### src/rtl/instr_fetch_unit.sv
// Instruction fetch unit: owns the program counter, reads instruction memory
// on request and hands the returned word to the instruction register.
module instr_fetch_unit #(
  parameter int                    ADDR_WIDTH = 5,
  parameter int                    DATA_WIDTH = 8,
  parameter logic [ADDR_WIDTH-1:0] RESET_PC   = '0,
  parameter int                    TIMEOUT    = 15
) (
  input  logic                  clk,
  input  logic                  rst_n,
  input  logic                  fetch_req,
  input  logic                  pc_load,
  input  logic [ADDR_WIDTH-1:0] pc_load_val,
  output logic                  mem_rd,
  output logic [ADDR_WIDTH-1:0] mem_addr,
  input  logic                  mem_ack,
  input  logic [DATA_WIDTH-1:0] mem_rdata,
  output logic                  ld_ir,
  output logic [DATA_WIDTH-1:0] ir_data,
  output logic [ADDR_WIDTH-1:0] pc_out,
  output logic                  busy,
  output logic                  fetch_err
);

  localparam int CNT_W = $clog2(TIMEOUT + 1);
  // Count value seen during the last READ cycle the unit is willing to wait.
  localparam logic [CNT_W-1:0] LAST_WAIT = CNT_W'(TIMEOUT - 1);

  typedef enum logic [1:0] {
    IDLE,
    READ,
    DELIVER
  } state_t;

  state_t                state_q, state_d;
  logic [ADDR_WIDTH-1:0] pc_q, pc_d;
  logic [DATA_WIDTH-1:0] ir_q, ir_d;
  logic                  err_q, err_d;
  logic [CNT_W-1:0]      cnt_q, cnt_d;

  // NOTE: state registers use non-blocking assignments so every flop samples
  // the pre-edge values, independent of process evaluation order.
  always_ff @(posedge clk or negedge rst_n) begin
    if (!rst_n) begin
      state_q <= IDLE;
      pc_q    <= RESET_PC;
      ir_q    <= '0;
      err_q   <= 1'b0;
      cnt_q   <= '0;
    end else begin
      state_q <= state_d;
      pc_q    <= pc_d;
      ir_q    <= ir_d;
      err_q   <= err_d;
      cnt_q   <= cnt_d;
    end
  end

  // NOTE: every output of this block gets a hold-value default first, so no
  // path through the case statement can leave a signal unassigned (no latch).
  always_comb begin
    state_d = state_q;
    pc_d    = pc_q;
    ir_d    = ir_q;
    err_d   = err_q;
    cnt_d   = cnt_q;
    unique case (state_q)
      IDLE: begin
        // A jump and a fetch together read from the jump target.
        if (pc_load) pc_d = pc_load_val;
        if (fetch_req) begin
          state_d = READ;
          cnt_d   = '0;
          err_d   = 1'b0;
        end
      end
      READ: begin
        if (mem_ack) begin
          ir_d    = mem_rdata;
          pc_d    = pc_q + ADDR_WIDTH'(1);
          state_d = DELIVER;
        end else if (cnt_q == LAST_WAIT) begin
          state_d = IDLE;
          err_d   = 1'b1;
        end else begin
          cnt_d = cnt_q + CNT_W'(1);
        end
      end
      DELIVER: state_d = IDLE;
      default: state_d = IDLE;
    endcase
  end

  assign mem_rd    = (state_q == READ);
  assign ld_ir     = (state_q == DELIVER);
  assign busy      = (state_q != IDLE);
  assign mem_addr  = pc_q;
  assign pc_out    = pc_q;
  assign ir_data   = ir_q;
  assign fetch_err = err_q;

endmodule
### config.mk
export PLATFORM = sky130hd
export DESIGN_NAME = instr_fetch_unit
export DESIGN_NICKNAME = d
export VERILOG_FILES = /design/src/rtl/instr_fetch_unit.sv
export SDC_FILE = /design/constraint.sdc
export NUM_CORES = 1
export LEC_CHECK = 0
export ABC_CLOCK_PERIOD_IN_PS = 1500
export CAP_MARGIN = 20
export CORE_MARGIN = 5
export CORE_UTILIZATION = 38
export CTS_CLUSTER_DIAMETER = 30
export DETAILED_ROUTE_END_ITERATION = 8
export MAX_ROUTING_LAYER = met4
export PLACE_DENSITY = 0.72
export SLEW_MARGIN = 30
export SYNTH_ARGS = -nofsm -noshare
export SYNTH_HDL_FRONTEND = slang
export SYNTH_SLANG_ARGS = --single-unit
### constraint.sdc
create_clock -name clk -period 1.5 [get_ports clk]
set_input_delay 0.3 -clock clk [delete_from_list [all_inputs] [get_ports clk]]
set_output_delay 0.3 -clock clk [all_outputs]
set_load 0.005 [all_outputs]
==> results of run 1 <==
placed cells by master (no fill, tap or decap), types with 3 or more instances in the layout:
| master | instances |
|---|---|
| a31oi_1 | 3 |
| buf_4 | 24 |
| clkbuf_4 | 3 |
| clkdlybuf4s50_1 | 18 |
| dfrtp_1 | 19 |
| dlygate4sd2_1 | 6 |
| dlymetal6s2s_1 | 12 |
| inv_1 | 5 |
| mux2_2 | 9 |
| mux2i_1 | 3 |
| nand2_1 | 4 |
| nand3_1 | 6 |
logic make-up after synthesis:
kind of cell    after synthesis  share of synthesized area
fa+ha+maj                     3                     0.0366
mux                          13                      0.138
simple gates                 22                      0.122
compound gates               21                      0.140
buf+inv                      15                     0.0745
flops                        20                      0.488
synthesized netlist by cell type (all sizes together), types with 3 or more instances:
| library cell | n | area share |
|---|---|---|
| dfrtp | 20 | 0.49 |
| mux2 | 9 | 0.099 |
| buf | 6 | 0.042 |
| nand3 | 6 | 0.029 |
| inv | 5 | 0.018 |
| nand2 | 5 | 0.021 |
| mux2i | 4 | 0.039 |
| a211oi | 3 | 0.022 |
| a31oi | 3 | 0.018 |
| clkbuf | 3 | 0.011 |
| ha | 3 | 0.037 |
| o21ai | 3 | 0.015 |
| or3b | 3 | 0.026 |
metal layers:
layer | track usage | vias up | share of wire
met2 | 0.306 | 37 | 0.51
met1 | 0.208 | 481 | 0.41
met5 | - | - | 0
met3 | 0.0248 | 2 | 0.073
met4 | 0.0667 | 0 | 0.0071
li1 | - | 457 | -
worst max-delay path by stage:
stage | end | slack, ps
finish | cnt_q[3]$_DFFE_PN0P_ | -110
CTS | busy | -90
detailed placement | cnt_q[3]$_DFFE_PN0P_ | -180
global route | cnt_q[3]$_DFFE_PN0P_ | -140
floorplan | mem_addr[2]$_DFFE_PN0P_ | 80
global placement | cnt_q[3]$_DFFE_PN0P_ | -80
flip-flops by register name, indices dropped and copies added (netlist names):
| register | count |
|---|---|
| cnt_q | 4 |
| state_q | 2 |
| ir_data | 8 |
| fetch_err | 1 |
| mem_addr | 5 |
worst max-delay path: cells and delay by family, from the launching register on:
| kind | cells | cell delay [ps] |
|---|---|---|
| flops | 1 | 430 |
| compound gates | 2 | 390 |
| simple gates | 1 | 390 |
| buf+inv | 2 | 270 |
repair_timing:
item,CTS,global route
pin swaps,3,0
setup endpoints to repair,15,24
setup buffers,10,2
gates resized for setup,29,19
layout make-up:
type                    instances  area [um^2]  area share
clock buffers                   4         36.3      0.0211
inverters                       6         27.5      0.0160
multi-input cells              59          526       0.306
flip-flops and latches         20          502       0.292
well taps                      30         37.5      0.0218
repair buffers                 64          589       0.343
per-stage QoR:
stage,total power [mW],TNS [ps]
5_1_grt,3.02,-534
2_1_floorplan,1.55,0
3_3_place_gp,2.27,-594
4_1_cts,2.77,-120
6_report,2.81,-213
3_5_place_dp,2.32,-1380
report_power, final:
| group | internal, mW | switching [mW] | total [mW] |
|---|---|---|---|
| registers | 0.759 | 0.158 | 0.916 |
| logic | 0.961 | 0.618 | 1.58 |
| clock network | 0.148 | 0.165 | 0.313 |
| total | 1.87 | 0.941 | 2.81 |
==> results.sh, run 1 <==
export IMPL_yosysSeqAreaShare=0.488
export IMPL_hold_viol=0
export IMPL_peakVddDrop_mv=1.25
export IMPL_io_pins=40
export IMPL_grt_overflow=0
export IMPL_async_reset_ff_frac=1.00
export IMPL_cts_tree="done"
export IMPL_ff2ff_setup_slack_ps=-110
export IMPL_grt_pass1_vias=1088
export IMPL_yosys_warnings=0
export IMPL_ant_nets=0
export IMPL_dp_cells=167
export IMPL_rsz0062_at_grt="yes"
export IMPL_final_area_um2=1720
export IMPL_cts_max_level=1
export IMPL_antenna_found_initial=0
export IMPL_drive_above_1_share=0.373
export IMPL_worstSetupPathType="reg -> reg"
export IMPL_dp_hpwl_um=2020
export IMPL_violations="setup timing"
export IMPL_synth_edf_count=0
export IMPL_clock_sinks=20
export IMPL_finalSetupViolations=4
export IMPL_max_cap_viol_count=0
export IMPL_place_congestion=0.845
export IMPL_critPathMaxStageDelay_ps=430
export IMPL_holdBufCountCts=0
export IMPL_die_area_um2=3840
export IMPL_period_needed_ps=1610
export IMPL_wire_per_inst_um=16.2
export IMPL_cp_end_kind="register"
export IMPL_nNetsFinal=175
export IMPL_worst_pin_slew_ps=274
export IMPL_core_um2=2520
export IMPL_ys_types=31
export IMPL_initial_core_util=0.406
export IMPL_area_growth_syn_to_layout_pct=67.6
export IMPL_p_leak_nw=0.867
export IMPL_syn_area_um2=1020
export IMPL_vias=977
export IMPL_cts_root_buf="clkbuf_4"
export IMPL_setup_slack_ps=-108
export IMPL_start_kind="register"
export IMPL_powerDensity_nw_per_um2=1630
export IMPL_num_rows=18
export IMPL_clkLatencyLatePin_ps=300
export IMPL_min_period_over_period=1.07
export IMPL_drt_iter0_drc=15
export IMPL_grt_pass1_wl_um=4890
export IMPL_cts_max_path_buffers=2
export IMPL_fin_util=0.681
export IMPL_post_route_drc_count=0
export IMPL_cp_slowest_cell="dfrtp_1"
export IMPL_crit_arrival_ps=1790
export IMPL_syn_inst=94
export IMPL_diodes=0
export IMPL_via_per_inst=5.34
export IMPL_finalNonFillerCells=183
export IMPL_maxSlewViolCount=0
export IMPL_hp_class="in -> async"
export IMPL_crit_path_start="state_q[1]$_DFFE_PN0P_"
export IMPL_die_h_um=61.9
export IMPL_dieWidth_um=61.9
export IMPL_status="complete, but fails checks"
export IMPL_wl_um=2970
export IMPL_cp_required_ps=1680
export IMPL_clk_pin_slew_ps=110
export IMPL_grt_max_degree=21
export IMPL_synth_fp_nets=115
export IMPL_timing_rr_start="state_q[1]$_DFFE_PN0P_"
export IMPL_path_cells="buf_4 > buf_4 > or3b_4 > o311ai_4 > o31ai_2"
export IMPL_synth_seq_cells=20
export IMPL_slew_headroom=0.817
export IMPL_reg2reg_depth=5
export IMPL_post_place_ws_ps=-183
export IMPL_crit_fanout=4
export IMPL_numCtsBuffers=3
export IMPL_portBuffers=39
export IMPL_synthFlopType="dfrtp_1"
export IMPL_firstDrtPassIters=4
export IMPL_grt_use_total=0.177
export IMPL_fillCellCount=193
export IMPL_avgSynthCellArea_um2=10.9
export IMPL_crit_top_cell="buf_4"
export IMPL_holdWs_ps=327
export IMPL_placed_cell_area_um2=1500
export IMPL_skew_ps=2.04
export IMPL_timing_rr_end="cnt_q[3]$_DFFE_PN0P_"
export IMPL_timing_fmax_mhz=622
Note: power is estimated with default switching activity, not from simulation.
==> inputs of run 2 (changes only) <==
--- a/config.mk
+++ b/config.mk
@@ -7,8 +7,10 @@
 export LEC_CHECK = 0
 export ABC_CLOCK_PERIOD_IN_PS = 1500
 export CAP_MARGIN = 20
+export CORE_ASPECT_RATIO = 1.5
 export CORE_MARGIN = 5
 export CORE_UTILIZATION = 38
+export CTS_BUF_LIST = sky130_fd_sc_hd__clkbuf_16
 export CTS_CLUSTER_DIAMETER = 30
 export DETAILED_ROUTE_END_ITERATION = 8
 export MAX_ROUTING_LAYER = met4
==> run 2 against run 1 <==
Compared with the run above:
- the flow now finishes without violations
- worst setup slack gained 140 ps
- global-route usage fell by 1.2 points
- critical path type is now reg -> out
- largest cell class unchanged
- wire length fell by 6.4%
==> results.sh, run 2 (synthesis gave the netlist of run 1 again) <==
export IMPL_regArea_um2=503
export IMPL_worst_pin_slew_ps=320
export IMPL_critPathMaxStageDelay_ps=420
export IMPL_cp_end_kind="output pin"
export IMPL_finalNonFillerCells=184
export IMPL_skew_ps=1.77
export IMPL_grt_max_degree=21
export IMPL_core_um2=2650
export IMPL_largest_reg_flops=8
export IMPL_timing_rr_end="cnt_q[3]$_DFFE_PN0P_"
export IMPL_die_h_um=73.6
export IMPL_antenna_found_initial=0
export IMPL_portBuffers=39
export IMPL_slew_headroom=0.781
export IMPL_diodes=0
export IMPL_dp_hpwl_um=2030
export IMPL_dp_cells=173
export IMPL_drive_above_1_share=0.320
export IMPL_path_buf_inv=2
export IMPL_die_area_um2=3860
export IMPL_p_total_mw=3.15
export IMPL_numCtsBuffers=3
export IMPL_reg2reg_depth=5
export IMPL_rsz0062_at_grt="yes"
export IMPL_crit_fanout=9
export IMPL_cp_required_ps=1200
export IMPL_clock_sinks=20
export IMPL_firstDrtPassIters=4
export IMPL_cp_slowest_cell="dfrtp_2"
export IMPL_peakVddDrop_mv=1.19
export IMPL_io_pins=40
export IMPL_clkLatencyLatePin_ps=250
export IMPL_grt_pass1_vias=1007
export IMPL_fillCellCount=227
export IMPL_hp_class="in -> async"
export IMPL_num_rows=23
export IMPL_via_per_inst=5.15
export IMPL_timing_rr_start="state_q[0]$_DFFE_PN0P_"
export IMPL_multiInputGateArea_um2=478
export IMPL_setup_tns_ps=0
export IMPL_cts_max_level=1
export IMPL_final_common_cell="clkdlybuf4s50_1"
export IMPL_status="finished clean"
export IMPL_vias=948
export IMPL_period_needed_ps=1470
export IMPL_timing_fmax_mhz=679
export IMPL_ant_nets=0
export IMPL_wire_per_inst_um=15.1
export IMPL_wl_um=2780
export IMPL_start_kind="register"
export IMPL_finalSetupViolations=0
export IMPL_grt_pass1_wl_um=4530
export IMPL_crit_family="flip-flops"
export IMPL_grt_overflow=0
export IMPL_nNetsFinal=169
export IMPL_min_period_over_period=0.981
export IMPL_area_growth_syn_to_layout_pct=64.3
export IMPL_path_cells="buf_4 > nor2_1 > dlygate4sd2_1"
export IMPL_worstSetupPathType="reg -> out"
export IMPL_dieWidth_um=52.4
export IMPL_hold_viol=0
export IMPL_initial_core_util=0.387
export IMPL_cts_tree="done"
export IMPL_max_cap_viol_count=0
export IMPL_grt_use_total=0.165
export IMPL_ff2ff_setup_slack_ps=50
export IMPL_cts_max_path_buffers=2
export IMPL_crit_arrival_ps=1170
export IMPL_post_route_drc_count=0
export IMPL_drt_iter0_drc=25
export IMPL_cts_root_buf="clkbuf_16"
export IMPL_powerDensity_nw_per_um2=1870
export IMPL_final_cell_mix="clkdlybuf4s50_1 (32), dfrtp_1 (18), buf_4 (17), mux2_2 (9), nand3_1 (6)"
export IMPL_p_leak_nw=0.751
export IMPL_maxSlewViolCount=0
export IMPL_clk_pin_slew_ps=60
export IMPL_place_congestion=0.806
==> run 2: changes by cell type in the layout (fill, tap and decap cells not counted), moves of 2 or more <==
cell,change
a211oi_1,+2
a211oi_2,-2
buf_4,-7
clkbuf_16,+3
clkbuf_4,-3
clkdlybuf4s50_1,+14
dlymetal6s2s_1,-12
==> run 2: routing by layer <==
| metal | track usage | up-vias | part of all wire |
|---|---|---|---|
| li1 | - | 448 | - |
| met1 | 0.153 | 458 | 0.35 |
| met2 | 0.302 | 33 | 0.56 |
| met3 | 0.0426 | 9 | 0.060 |
| met4 | 0.0795 | 0 | 0.029 |
| met5 | - | - | 0 |
==> run 2: worst max-delay path by stage <==
stage | start | end | slack, ps | cells after the start
CTS | state_q[1]$_DFFE_PN0P_ | busy | 1 | 2
global placement | mem_ack | cnt_q[3]$_DFFE_PN0P_ | -100 | 4
floorplan | mem_addr[0]$_DFFE_PN0P_ | mem_addr[2]$_DFFE_PN0P_ | 80 | 4
detailed placement | mem_ack | cnt_q[3]$_DFFE_PN0P_ | -140 | 4
finish | state_q[0]$_DFFE_PN0P_ | ld_ir | 30 | 3
global route | state_q[1]$_DFFE_PN0P_ | ld_ir | -8 | 4
==> run 2: final cells by class <==
cell class	instances	share of cell area
timing repair buffer	58	0.311
tap	37	0.0275
multi-input combinational	59	0.284
clock inverter	1	0.0178
inverter	6	0.0163
sequential	20	0.299
clock buffer	3	0.0446
==> run 2: worst register-to-register path, stage by stage, from the launching register on <==
cell      delay (ps)
dfrtp_2          380
buf_6            120
buf_4            110
or3b_4           370
o311ai_2         240
o31ai_2          100
==> run 2: power by group <==
| part | internal [mW] | switching (mW) | leakage, nW |
|---|---|---|---|
| sequential | 0.763 | 0.151 | 0.241 |
| combinational | 0.927 | 0.576 | 0.458 |
| clock | 0.529 | 0.202 | 0.0511 |
==> run 2: through the flow <==
step	setup slack [ps]	area (um^2)	hold WS, ps	utilization
2_1_floorplan	81.6	1020	4.41	-
3_3_place_gp	-96.0	1500	487	0.566
3_5_place_dp	-143	1500	478	0.566
4_1_cts	1.11	1650	391	0.621
5_1_grt	-7.88	1680	395	0.636
6_report	27.9	1680	382	0.636
==> run 2: timing repair <==
item	in CTS	in global routing
resized for setup	16	10
setup buffers	4	3
pin swaps	0	1
hold buffers	0	0
setup endpoints to repair	11	8
==> inputs of run 3 (changes only) <==
--- a/config.mk
+++ b/config.mk
@@ -15,6 +15,7 @@
 export DETAILED_ROUTE_END_ITERATION = 8
 export MAX_ROUTING_LAYER = met4
 export PLACE_DENSITY = 0.72
+export SKIP_CTS_REPAIR_TIMING = 1
 export SLEW_MARGIN = 30
 export SYNTH_ARGS = -nofsm -noshare
 export SYNTH_HDL_FRONTEND = slang
==> run 3 against run 2 <==
Compared with the run above:
- wire length rose by 6.7%
- register-to-register slack about the same
- count of clock-buffer cells in the layout stayed put
- final cell count increased by 1.1%
- worst setup slack improved by 10 ps
- fmax rose by 0.70%
==> results.sh, run 3 (synthesis gave the netlist of run 1 again) <==
export IMPL_status="finished clean"
export IMPL_start_kind="register"
export IMPL_dp_hpwl_um=2030
export IMPL_period_needed_ps=1460
export IMPL_core_um2=2650
export IMPL_grt_max_degree=21
export IMPL_final_cell_mix="clkdlybuf4s50_1 (32), buf_4 (19), dfrtp_1 (17), mux2_2 (9), dlymetal6s2s_1 (7)"
export IMPL_path_cells="clkdlybuf4s50_1"
export IMPL_cp_end_kind="output pin"
export IMPL_peakVddDrop_mv=1.27
export IMPL_p_leak_nw=0.834
export IMPL_drt_iter0_drc=17
export IMPL_powerDensity_nw_per_um2=1860
export IMPL_holdWs_ps=381
export IMPL_clk_pin_slew_ps=60
export IMPL_cp_required_ps=1200
export IMPL_num_rows=23
export IMPL_hold_viol=0
export IMPL_path_buf_inv=1
export IMPL_placed_cell_area_um2=1500
export IMPL_die_h_um=73.6
export IMPL_post_route_drc_count=0
export IMPL_cts_root_buf="clkbuf_16"
export IMPL_firstDrtPassIters=4
export IMPL_fillCellCount=214
export IMPL_final_common_cell="clkdlybuf4s50_1"
export IMPL_grt_pass1_wl_um=4310
export IMPL_area_growth_syn_to_layout_pct=70.2
export IMPL_cts_max_level=1
export IMPL_nNetsFinal=171
export IMPL_place_congestion=0.806
export IMPL_hp_class="in -> async"
export IMPL_via_per_inst=5.11
export IMPL_clkLatencyLatePin_ps=250
export IMPL_wl_met1_um=1080
export IMPL_portBuffers=39
export IMPL_timing_fmax_mhz=684
export IMPL_worstSetupPathType="reg -> out"
export IMPL_final_area_um2=1740
export IMPL_regArea_um2=504
export IMPL_wire_per_inst_um=16.0
export IMPL_maxSlewViolCount=0
export IMPL_io_pins=40
export IMPL_clock_sinks=20
export IMPL_dieWidth_um=52.4
export IMPL_critPathMaxStageDelay_ps=520
export IMPL_cts_max_path_buffers=2
export IMPL_top_layer="met4"
export IMPL_initial_core_util=0.387
export IMPL_max_cap_viol_count=0
export IMPL_vias=950
export IMPL_drive_above_1_share=0.315
export IMPL_grt_pass1_vias=954
export IMPL_die_area_um2=3860
export IMPL_met3_length_um=190
export IMPL_ant_nets=0
export IMPL_wl_um=2970
export IMPL_numCtsBuffers=3
export IMPL_slew_headroom=0.729
export IMPL_largest_reg_flops=8
export IMPL_grt_overflow=0
export IMPL_grt_use_total=0.156
export IMPL_cp_slowest_cell="clkdlybuf4s50_1"
export IMPL_min_period_over_period=0.975
export IMPL_dr_wl_met2_um=1630
export IMPL_crit_arrival_ps=1160
export IMPL_skew_ps=1.76
export IMPL_finalSetupViolations=0
export IMPL_crit_family="buffers and inverters"
export IMPL_diodes=0
export IMPL_multiInputGateArea_um2=493
export IMPL_crit_fanout=4
export IMPL_cts_tree="done"
export IMPL_worst_pin_slew_ps=395
export IMPL_antenna_found_initial=0
## run 3: cell type report
cell class	instances	area share
Clock buffer	3	0.0430
Clock inverter	1	0.0172
Inverter	6	0.0129
Multi-Input combinational cell	59	0.283
Sequential cell	20	0.289
Tap cell	37	0.0265
Timing Repair Buffer	60	0.329
## run 3: final timing paths
check	start	end	slack (ps)	cells after the start
max reg2reg	state_q[1]$_DFFE_PN0P_	cnt_q[3]$_DFFE_PN0P_	50	4
min in group clk	fetch_err$_DFFE_PN0P_	fetch_err$_DFFE_PN0P_	490	1
max	mem_addr[3]$_DFFE_PN0P_	pc_out[3]	40	1
min	rst_n	ir_data[5]$_DFFE_PN0P_	380	2
min reg2reg	fetch_err$_DFFE_PN0P_	fetch_err$_DFFE_PN0P_	490	1
max in group asynchronous	rst_n	mem_addr[2]$_DFFE_PN0P_	880	2
## run 3: metal layers
metal / vias up / track usage
met4: 0 / 0.0597
met2: 30 / 0.289
met1: 465 / 0.151
met5: - / -
li1: 448 / -
met3: 7 / 0.0406
## run 3: per-stage QoR
stage                     instances  setup slack, ps  TNS (ps)   util  total power, mW
after floorplan                  94             81.6         0      -             1.55
after global placement          173            -96.0      -577  0.566             2.27
after detailed placement        173             -143      -937  0.566             2.32
after CTS                       177             -317     -1050  0.605             3.08
after global routing            186            -1.66     -1.66  0.659             3.43
final                           186             38.1         0  0.659             3.24
## run 3: power breakdown
group	switching (mW)	internal, mW
clock network	0.208	0.530
logic	0.585	0.986
registers	0.164	0.765
